`config.mk`:
```
export PLATFORM = sky130hd
export DESIGN_NAME = axi_slave_if
export DESIGN_NICKNAME = d
export VERILOG_FILES = /design/src/rtl/axi_slave_if.sv
export SDC_FILE = /design/constraint.sdc
export NUM_CORES = 1
export LEC_CHECK = 0
export BUFFER_PORTS_ARGS = -buffer_cell sky130_fd_sc_hd__clkbuf_2
export CAP_MARGIN = 20
export CORE_MARGIN = 10
export CORE_UTILIZATION = 50
export CTS_CLUSTER_SIZE = 40
export DETAILED_ROUTE_END_ITERATION = 10
export PLACE_DENSITY_LB_ADDON = 0.05
export SYNTH_ARGS = -nofsm -noshare
export SYNTH_HDL_FRONTEND = slang
export SYNTH_SLANG_ARGS = --single-unit
```
`constraint.sdc`:
```
create_clock -name axi_clk_in -period 7.1 [get_ports axi_clk_in]
set_input_delay 0.71 -clock axi_clk_in [delete_from_list [all_inputs] [get_ports axi_clk_in]]
set_output_delay 0.71 -clock axi_clk_in [all_outputs]
set_load 0.005 [all_outputs]
```
`src/rtl/axi_slave_if.sv`:
```
// AXI responder that terminates one write or read burst at a time and turns
// every beat into a single-word request on a simple valid/ready backend port.
module axi_slave_if #(
    parameter int AXI_ADDR_WIDTH = 32,
    parameter int AXI_DATA_WIDTH = 32,
    parameter int AXI_ID_WIDTH   = 16
) (
    input  logic                          axi_clk_in,
    input  logic                          axi_rst_in,
    input  logic [AXI_ADDR_WIDTH-1:0]     axi_awaddr_in,
    input  logic [1:0]                    axi_awburst_in,
    input  logic [7:0]                    axi_awlen_in,
    input  logic [2:0]                    axi_awsize_in,
    input  logic [AXI_ID_WIDTH-1:0]       axi_awid_in,
    input  logic                          axi_awvalid_in,
    output logic                          axi_awready_out,
    input  logic [AXI_DATA_WIDTH-1:0]     axi_wdata_in,
    input  logic [AXI_DATA_WIDTH/8-1:0]   axi_wstrb_in,
    input  logic                          axi_wlast_in,
    input  logic                          axi_wvalid_in,
    output logic                          axi_wready_out,
    output logic [AXI_ID_WIDTH-1:0]       axi_bid_out,
    output logic [1:0]                    axi_bresp_out,
    output logic                          axi_bvalid_out,
    input  logic                          axi_bready_in,
    input  logic [AXI_ADDR_WIDTH-1:0]     axi_araddr_in,
    input  logic [1:0]                    axi_arburst_in,
    input  logic [7:0]                    axi_arlen_in,
    input  logic [2:0]                    axi_arsize_in,
    input  logic [AXI_ID_WIDTH-1:0]       axi_arid_in,
    input  logic                          axi_arvalid_in,
    output logic                          axi_arready_out,
    output logic [AXI_DATA_WIDTH-1:0]     axi_rdata_out,
    output logic [AXI_ID_WIDTH-1:0]       axi_rid_out,
    output logic [1:0]                    axi_rresp_out,
    output logic                          axi_rlast_out,
    output logic                          axi_rvalid_out,
    input  logic                          axi_rready_in,
    output logic [AXI_ADDR_WIDTH-1:0]     other_addr_out,
    output logic                          other_write_out,
    output logic [AXI_DATA_WIDTH-1:0]     other_wdata_out,
    output logic [AXI_DATA_WIDTH/8-1:0]   other_strb_out,
    output logic                          other_valid_out,
    input  logic                          other_ready_in,
    input  logic [AXI_DATA_WIDTH-1:0]     other_rdata_in,
    input  logic                          other_error_in
);

    localparam int NB = AXI_DATA_WIDTH / 8;
    localparam logic [31:0] NB_BYTES = 32'(NB);
    localparam logic [AXI_ADDR_WIDTH-1:0] ADDR_ONE = {{(AXI_ADDR_WIDTH-1){1'b0}}, 1'b1};

    typedef enum logic [4:0] {
        IDLE  = 5'b00001,
        WDATA = 5'b00010,
        BRESP = 5'b00100,
        RADDR = 5'b01000,
        RDATA = 5'b10000
    } state_t;

    state_t                        state_r, state_s;
    logic                          prio_w_r;
    logic [AXI_ID_WIDTH-1:0]       id_r;
    logic [AXI_ADDR_WIDTH-1:0]     addr_r;
    logic [7:0]                    len_r;
    logic [2:0]                    size_r;
    logic [1:0]                    burst_r;
    logic                          illegal_r;
    logic [7:0]                    cnt_r;
    logic                          err_r;
    logic [AXI_DATA_WIDTH-1:0]     rdata_r;
    logic [AXI_ID_WIDTH-1:0]       rid_r;
    logic [1:0]                    rresp_r;
    logic                          rlast_r;
    logic                          rvalid_r;

    logic                          awready_s, arready_s, wready_s, bvalid_s;
    logic                          other_valid_s, other_write_s, w_beat_s, rd_take_s;
    logic [AXI_ADDR_WIDTH-1:0]     other_addr_s, next_addr_s;
    logic [AXI_DATA_WIDTH-1:0]     other_wdata_s;
    logic [NB-1:0]                 other_strb_s;
    logic                          last_beat_s;

    function automatic logic is_illegal(input logic [1:0] burst, input logic [7:0] len,
                                        input logic [2:0] size);
        logic wrap_len_ok;
        wrap_len_ok = (len == 8'd1) || (len == 8'd3) || (len == 8'd7) || (len == 8'd15);
        return (burst == 2'b11) || ((32'd1 << size) > NB_BYTES) ||
               ((burst == 2'b10) && !wrap_len_ok);
    endfunction

    // WRAP keeps the bits above the wrap boundary and lets only the low bits roll over
    function automatic logic [AXI_ADDR_WIDTH-1:0] next_addr(input logic [AXI_ADDR_WIDTH-1:0] addr,
                                                            input logic [7:0] len,
                                                            input logic [2:0] size,
                                                            input logic [1:0] burst);
        logic [AXI_ADDR_WIDTH-1:0] bytes, mask, nxt;
        bytes = ADDR_ONE << size;
        mask  = ((AXI_ADDR_WIDTH'(len) + ADDR_ONE) << size) - ADDR_ONE;
        case (burst)
            2'b00:   nxt = addr;
            2'b01:   nxt = addr + bytes;
            2'b10:   nxt = (addr & ~mask) | ((addr + bytes) & mask);
            default: nxt = addr;
        endcase
        return nxt;
    endfunction

    assign next_addr_s = next_addr(addr_r, len_r, size_r, burst_r);
    assign last_beat_s = (cnt_r == len_r);

    // Next-state decode plus the combinational handshake and backend outputs
    always_comb begin
        state_s       = state_r;
        awready_s     = 1'b0;
        arready_s     = 1'b0;
        wready_s      = 1'b0;
        bvalid_s      = 1'b0;
        other_valid_s = 1'b0;
        other_write_s = 1'b0;
        other_addr_s  = {AXI_ADDR_WIDTH{1'b0}};
        other_wdata_s = {AXI_DATA_WIDTH{1'b0}};
        other_strb_s  = {NB{1'b0}};
        w_beat_s      = 1'b0;
        rd_take_s     = 1'b0;
        case (state_r)
            IDLE: begin
                awready_s = !axi_rst_in && axi_awvalid_in && (!axi_arvalid_in || prio_w_r);
                arready_s = !axi_rst_in && axi_arvalid_in && (!axi_awvalid_in || !prio_w_r);
                if (awready_s) begin
                    state_s = WDATA;
                end else if (arready_s) begin
                    state_s = RADDR;
                end else begin
                    state_s = IDLE;
                end
            end
            WDATA: begin
                other_valid_s = axi_wvalid_in && !illegal_r;
                other_write_s = 1'b1;
                other_addr_s  = addr_r;
                other_wdata_s = axi_wdata_in;
                other_strb_s  = axi_wstrb_in;
                wready_s      = illegal_r ? 1'b1 : other_ready_in;
                w_beat_s      = axi_wvalid_in && wready_s;
                if (w_beat_s && last_beat_s) begin
                    state_s = BRESP;
                end else begin
                    state_s = WDATA;
                end
            end
            BRESP: begin
                bvalid_s = 1'b1;
                if (axi_bready_in) begin
                    state_s = IDLE;
                end else begin
                    state_s = BRESP;
                end
            end
            RADDR: begin
                other_valid_s = !illegal_r;
                other_addr_s  = addr_r;
                rd_take_s     = illegal_r || other_ready_in;
                if (rd_take_s) begin
                    state_s = RDATA;
                end else begin
                    state_s = RADDR;
                end
            end
            RDATA: begin
                if (axi_rready_in) begin
                    state_s = rlast_r ? IDLE : RADDR;
                end else begin
                    state_s = RDATA;
                end
            end
            default: state_s = IDLE;
        endcase
    end

    // State register and round-robin write/read priority
    always_ff @(posedge axi_clk_in or posedge axi_rst_in) begin
        if (axi_rst_in) begin
            state_r  <= IDLE;
            prio_w_r <= 1'b1;
        end else begin
            state_r <= state_s;
            if (awready_s || arready_s) begin
                prio_w_r <= !prio_w_r;
            end
        end
    end

    // Burst context: captured request, beat counter, current address, sticky error
    always_ff @(posedge axi_clk_in or posedge axi_rst_in) begin
        if (axi_rst_in) begin
            id_r      <= {AXI_ID_WIDTH{1'b0}};
            addr_r    <= {AXI_ADDR_WIDTH{1'b0}};
            len_r     <= 8'd0;
            size_r    <= 3'd0;
            burst_r   <= 2'd0;
            illegal_r <= 1'b0;
            cnt_r     <= 8'd0;
            err_r     <= 1'b0;
        end else if (awready_s) begin
            id_r      <= axi_awid_in;
            addr_r    <= axi_awaddr_in;
            len_r     <= axi_awlen_in;
            size_r    <= axi_awsize_in;
            burst_r   <= axi_awburst_in;
            illegal_r <= is_illegal(axi_awburst_in, axi_awlen_in, axi_awsize_in);
            err_r     <= is_illegal(axi_awburst_in, axi_awlen_in, axi_awsize_in);
            cnt_r     <= 8'd0;
        end else if (arready_s) begin
            id_r      <= axi_arid_in;
            addr_r    <= axi_araddr_in;
            len_r     <= axi_arlen_in;
            size_r    <= axi_arsize_in;
            burst_r   <= axi_arburst_in;
            illegal_r <= is_illegal(axi_arburst_in, axi_arlen_in, axi_arsize_in);
            err_r     <= 1'b0;
            cnt_r     <= 8'd0;
        end else if (w_beat_s) begin
            cnt_r  <= cnt_r + 8'd1;
            addr_r <= next_addr_s;
            err_r  <= err_r | (other_error_in && !illegal_r) | (axi_wlast_in != last_beat_s);
        end else if ((state_r == RDATA) && axi_rready_in) begin
            cnt_r  <= cnt_r + 8'd1;
            addr_r <= next_addr_s;
        end
    end

    // Read-data channel registers, held stable until the master takes the beat
    always_ff @(posedge axi_clk_in or posedge axi_rst_in) begin
        if (axi_rst_in) begin
            rdata_r  <= {AXI_DATA_WIDTH{1'b0}};
            rid_r    <= {AXI_ID_WIDTH{1'b0}};
            rresp_r  <= 2'b00;
            rlast_r  <= 1'b0;
            rvalid_r <= 1'b0;
        end else if (rd_take_s) begin
            rdata_r  <= illegal_r ? {AXI_DATA_WIDTH{1'b0}} : other_rdata_in;
            rresp_r  <= (illegal_r || other_error_in) ? 2'b10 : 2'b00;
            rid_r    <= id_r;
            rlast_r  <= last_beat_s;
            rvalid_r <= 1'b1;
        end else if ((state_r == RDATA) && axi_rready_in) begin
            rvalid_r <= 1'b0;
            rlast_r  <= 1'b0;
            rresp_r  <= 2'b00;
        end
    end

    assign axi_awready_out = awready_s;
    assign axi_arready_out = arready_s;
    assign axi_wready_out  = wready_s;
    assign axi_bvalid_out  = bvalid_s;
    assign axi_bid_out     = bvalid_s ? id_r : {AXI_ID_WIDTH{1'b0}};
    assign axi_bresp_out   = (bvalid_s && err_r) ? 2'b10 : 2'b00;
    assign axi_rdata_out   = rdata_r;
    assign axi_rid_out     = rid_r;
    assign axi_rresp_out   = rresp_r;
    assign axi_rlast_out   = rlast_r;
    assign axi_rvalid_out  = rvalid_r;
    assign other_addr_out  = other_addr_s;
    assign other_write_out = other_write_s;
    assign other_wdata_out = other_wdata_s;
    assign other_strb_out  = other_strb_s;
    assign other_valid_out = other_valid_s;

endmodule

```
### Word level (Yosys, flattened, before mapping)

Cells that the tools add are included.

* word-level logic and storage cells: 142
* bits in registers: 129

* muxes and demuxes: 51
* bitwise gates (word level): 6
* $lt $le $gt $ge: 2
* add/subtract/negate cells: 4
* equal/unequal tests: 21
* shift operators: 4
* reductions and logical operators: 39

Operator list (number)
* 32-bit two-way mux: 7
* 1-bit by 3-bit << shifter with 32-bit output, first input constant: 3
* 32-bit bitwise AND: 2
* 32-bit by 3-bit greater-than comparator with 1-bit output, second input constant: 2
* 32-bit case mux with 2 select lines: 1
* 16-bit two-way mux: 3
* 8-bit two-way mux: 6
* 32-bit adder: 1
* 32-bit NOT: 1
* 32-bit bitwise OR: 1
* 9-bit by 3-bit << shifter with 32-bit output: 1
* 32-bit by 1-bit subtractor with 32-bit output, second input constant: 1
* 5-bit case mux with 5 select lines: 1
* 8-bit by 1-bit equality test with 1-bit output, second input constant: 2
* 8-bit by 2-bit equality test with 1-bit output, second input constant: 2
* 8-bit by 3-bit equality test with 1-bit output, second input constant: 2
* 8-bit by 4-bit equality test with 1-bit output, second input constant: 2
* 1-bit two-way mux: 16
* 4-bit two-way mux: 4
* 1-bit logical OR: 15
* 1-bit logical AND: 12
* 2-bit two-way mux: 6
* 3-bit two-way mux: 4
* 2-bit equality test, second input constant: 5
* other kinds (18): 27

### Logic depth before layout (Yosys ltp)

* depth in word-level cells: 11
* mapped depth: 17
* gate-level depth less buffers: 15

### Worst setup path after synthesis

No wires, ideal clock.

* kind: register -> register
* from: register size_r[2]
* to: register with a tool-made name
* required time: 6.974 ns
* clock period less this slack: 3.651 ns
* path slack: 3.449 ns
* stages on the path, launching flop included: 16
* data arrival time: 3.525 ns
* path buffers: 3
* cells stage by stage: dfrtp_1 buf_2 clkbuf_1 clkbuf_1 nor2_1 nand2_1 inv_1 ha_1 a21o_1 a21o_1 a2111oi_0 o21bai_1 a21oi_1 nor3_1 a32o_1 a221o_1

RTL lines
* start: declaration: RTL line 66 `logic [2:0] size_r;`
* start signal: assignment: RTL line 209 `size_r <= axi_awsize_in;`
* start signal: assignment: RTL line 218 `size_r <= axi_arsize_in;`

==> metrics <==
primary flip-flop cell chosen by synthesis mapping=sky130_fd_sc_hd__dfrtp_1; cell row count=49; number of DRC violations after detailed-routing iteration 0=882; maximum achievable frequency=0.240 GHz; number of vias after detailed routing=9800; Max clock buf depth=2; clock-pin slew reported for the worst setup and hold paths after clock tree synthesis=0.06 ns; proportion of netlist area held by the largest area contributor=35.0%; number of I/O pins=344; number of enable-type register cells in the synthesized netlist=0; Post-CTS Hold Fix Bufs=0; Via-to-Cell Ratio=5.80; shortest clock period the worst path allows after layout=4.17 ns; post-synthesis cell count=1154; Post-Route WL=34800 um; final worst clock skew=0.00708 ns; maximum level of the CTS H-tree=4; vertical die dimension=154 um; Sequential Power Share=28.9%; width of the die=154 um; detailed-router iteration count before antenna repair=5; final hold violation count=0; Final period util=58.7%; CTS Buf Count=17; sw frac=45.2%; design internal power=2.63 mW; final total negative setup slack=0 ns; clk root buf=sky130_fd_sc_hd__clkbuf_16; Startpoint Class=flop; initial antenna violation count=1; via count of the first global-routing pass=9451; number of synthesized register bits=128; Critical Path Fanout Max=22; TritonCTS clock tree=built; Initial Util=50.5%; share of cells above drive strength 1=28.6%; combined area of the multi-input logic cells=5370 um^2; Layout Utilization=64.0%; fillers=1611; max-cap violations=0; number of sinks on the clock net=128; Worst Path Required=7.44 ns; summed area of non-filler cells in the final layout=11400 um^2; Gate power share=51.5%; synthesized area=9010 um^2; mean area per synthesized cell=7.81 um^2; Resized cells post-CTS=0; proportion of synthesized flip-flops having asynchronous set or reset=100%; critical path capture point type=flop; final antenna-violating net count=0; clock network latency to the later pin of the worst-skew pair=0.43 ns; pin count of the biggest net entering global routing=86; relative max-transition margin=28.8%; Layout Area Growth over Synthesis=26.7%; run status=complete, no violations; maximum resistive drop on vdd=0.241 mV; sequential element share of the synthesized area=35.6%; pin slew with the least headroom to its limit=1.07 ns; most common cell in the netlist=sky130_fd_sc_hd__nand2_1; leading cell types by total area after synthesis=sky130_fd_sc_hd__dfrtp_1, sky130_fd_sc_hd__nand2_1, sky130_fd_sc_hd__and2_1; Net Switching=2.17 mW; number of distinct library cell variants in the gate-level netlist after synthesis=94; type of the worst setup path=reg2reg; die area=23800 um^2; area inside the core boundary=17800 um^2; Total Power Consumption=4.80 mW; number of setup buffers added after CTS=0; instance area at placement=10800 um^2; number of antenna repair diodes=0; largest area contributor in the synthesized netlist=sky130_fd_sc_hd__dfrtp_1; Clk pwr share=19.5%; Overflow after GRT=0; DRC violations left=0; global-route wire length before repair=53600 um; Buffers on Ports=341; Detail Placement HPWL=26500 um; final slew viol count=0; setup repair after global routing missed its margin=no; most numerous cell types in the synthesized netlist=sky130_fd_sc_hd__nand2_1, sky130_fd_sc_hd__dfrtp_1, sky130_fd_sc_hd__nor2_1, sky130_fd_sc_hd__and2_1, sky130_fd_sc_hd__clkbuf_1; signal arrival time at the worst endpoint=4.52 ns; Nets=1662; final weighted congestion in routability-driven placement=0.967; leak pwr=5.72 nW; register area=3210 um^2; number of failing setup endpoints in the final timing report=0; aggregate global-route resource usage=27.6%; PD cells=420 nW/um^2; Wirelength per Cell=20.6 um; yosys warns=0; type of the tightest min-delay check=in2async
critical path, stage by stage, from the launching register on:
cell and delay [ns]:
sky130_fd_sc_hd__dfrtp_1 0.78, sky130_fd_sc_hd__clkinv_1 0.46, sky130_fd_sc_hd__nand2_1 0.27, sky130_fd_sc_hd__nor2_1 0.11, sky130_fd_sc_hd__nand2_1 0.10, sky130_fd_sc_hd__ha_1 0.24, sky130_fd_sc_hd__o21a_1 0.19, sky130_fd_sc_hd__nand3_1 0.10
sky130_fd_sc_hd__a211oi_2 0.37, sky130_fd_sc_hd__nand2b_1 0.19, sky130_fd_sc_hd__o31ai_2 0.83, sky130_fd_sc_hd__o221ai_1 0.24, sky130_fd_sc_hd__a31oi_1 0.19
final timing paths:
kind | from | endpoint | slack [ns] | cells past startpoint
setup / recovery | size_r[0] | flop | 2.93 | 12
hold / removal | axi_rst_in | state_r[3] | 0.44 | 2
setup reg to reg | size_r[0] | flop | 2.93 | 12
hold reg to reg | axi_rdata_out[27] | axi_rdata_out[27] | 0.47 | 2
max in group asynchronous | axi_rst_in | len_r[6] | 5.22 | 3
min in group axi_clk_in | axi_rdata_out[27] | axi_rdata_out[27] | 0.47 | 2
final cells by class:
| type | count | area share (%) |
|---|---|---|
| clock buffers | 19 | 3.88 |
| clock inverters | 12 | 1.61 |
| inverters | 30 | 1.01 |
| multi-input cells | 917 | 47.0 |
| flip-flops and latches | 128 | 28.1 |
| well taps | 229 | 2.51 |
| repair buffers | 354 | 15.9 |
power groups by stage:
stage	clock [mW]	combinational (mW)	sequential (mW)
after detailed placement	0	2.44	1.39
after floorplan	0	1.83	1.23
after global routing	0.974	2.74	1.43
final	0.937	2.47	1.39
after global placement	0	2.42	1.38
after CTS	0.944	2.45	1.38
stage by stage:
| stage | hold WS (ns) | cells | setup slack, ns |
|---|---|---|---|
| floorplan | 0.452 | 1155 | 2.98 |
| global placement | 0.449 | 1657 | 3.13 |
| detailed placement | 0.456 | 1657 | 3.08 |
| CTS | 0.465 | 1688 | 3.05 |
| global route | 0.485 | 1689 | 2.56 |
| finish | 0.443 | 1689 | 2.93 |
layout by cell type (no fill, tap or decap), types with 5 or more instances in the layout:
cell type,instances
sky130_fd_sc_hd__inv_1,25
sky130_fd_sc_hd__and3_1,7
sky130_fd_sc_hd__o211a_1,5
sky130_fd_sc_hd__nand3b_1,38
sky130_fd_sc_hd__mux2i_1,5
sky130_fd_sc_hd__nor4_1,7
sky130_fd_sc_hd__buf_4,12
sky130_fd_sc_hd__and2_1,81
sky130_fd_sc_hd__xor2_1,21
sky130_fd_sc_hd__o21ai_0,44
sky130_fd_sc_hd__clkinvlp_4,5
sky130_fd_sc_hd__ha_1,13
sky130_fd_sc_hd__nor3_1,24
sky130_fd_sc_hd__a21o_1,6
sky130_fd_sc_hd__nand2_1,244
sky130_fd_sc_hd__nand2b_1,7
sky130_fd_sc_hd__nand4_1,16
sky130_fd_sc_hd__dfrtp_1,126
sky130_fd_sc_hd__a22oi_1,16
sky130_fd_sc_hd__clkbuf_2,341
sky130_fd_sc_hd__clkbuf_16,17
sky130_fd_sc_hd__a31oi_1,44
sky130_fd_sc_hd__nor2b_1,7
sky130_fd_sc_hd__a21oi_1,55
sky130_fd_sc_hd__nor2_1,92
sky130_fd_sc_hd__o22ai_1,7
sky130_fd_sc_hd__xnor2_1,18
sky130_fd_sc_hd__nand3_1,33
sky130_fd_sc_hd__or3_1,5
sky130_fd_sc_hd__o21a_1,9
logic make-up (layout without fill, tap and decap cells):
| family | after synthesis | count (layout) | share of synthesized area [%] |
|---|---|---|---|
| AND/OR/NAND/NOR | 592 | 592 | 32.4 |
| adder cells (fa/ha/maj) | 14 | 14 | 2.03 |
| multiplexers | 6 | 6 | 0.680 |
| flip-flops | 128 | 128 | 35.6 |
| XOR/XNOR | 39 | 39 | 3.79 |
| buffers and inverters | 110 | 415 | 5.12 |
| other | 1 | 2 | 0.0416 |
| AO/OA/AOI/OAI | 264 | 264 | 20.3 |
routing by layer:
metal	global-route usage [%]	up-vias	wire, um
li1	-	4643	-
met1	34.6	4585	14500
met2	45.0	508	16300
met3	7.24	64	3040
met4	9.58	0	959
met5	0	-	0
Power figures use the tool's default switching activity.
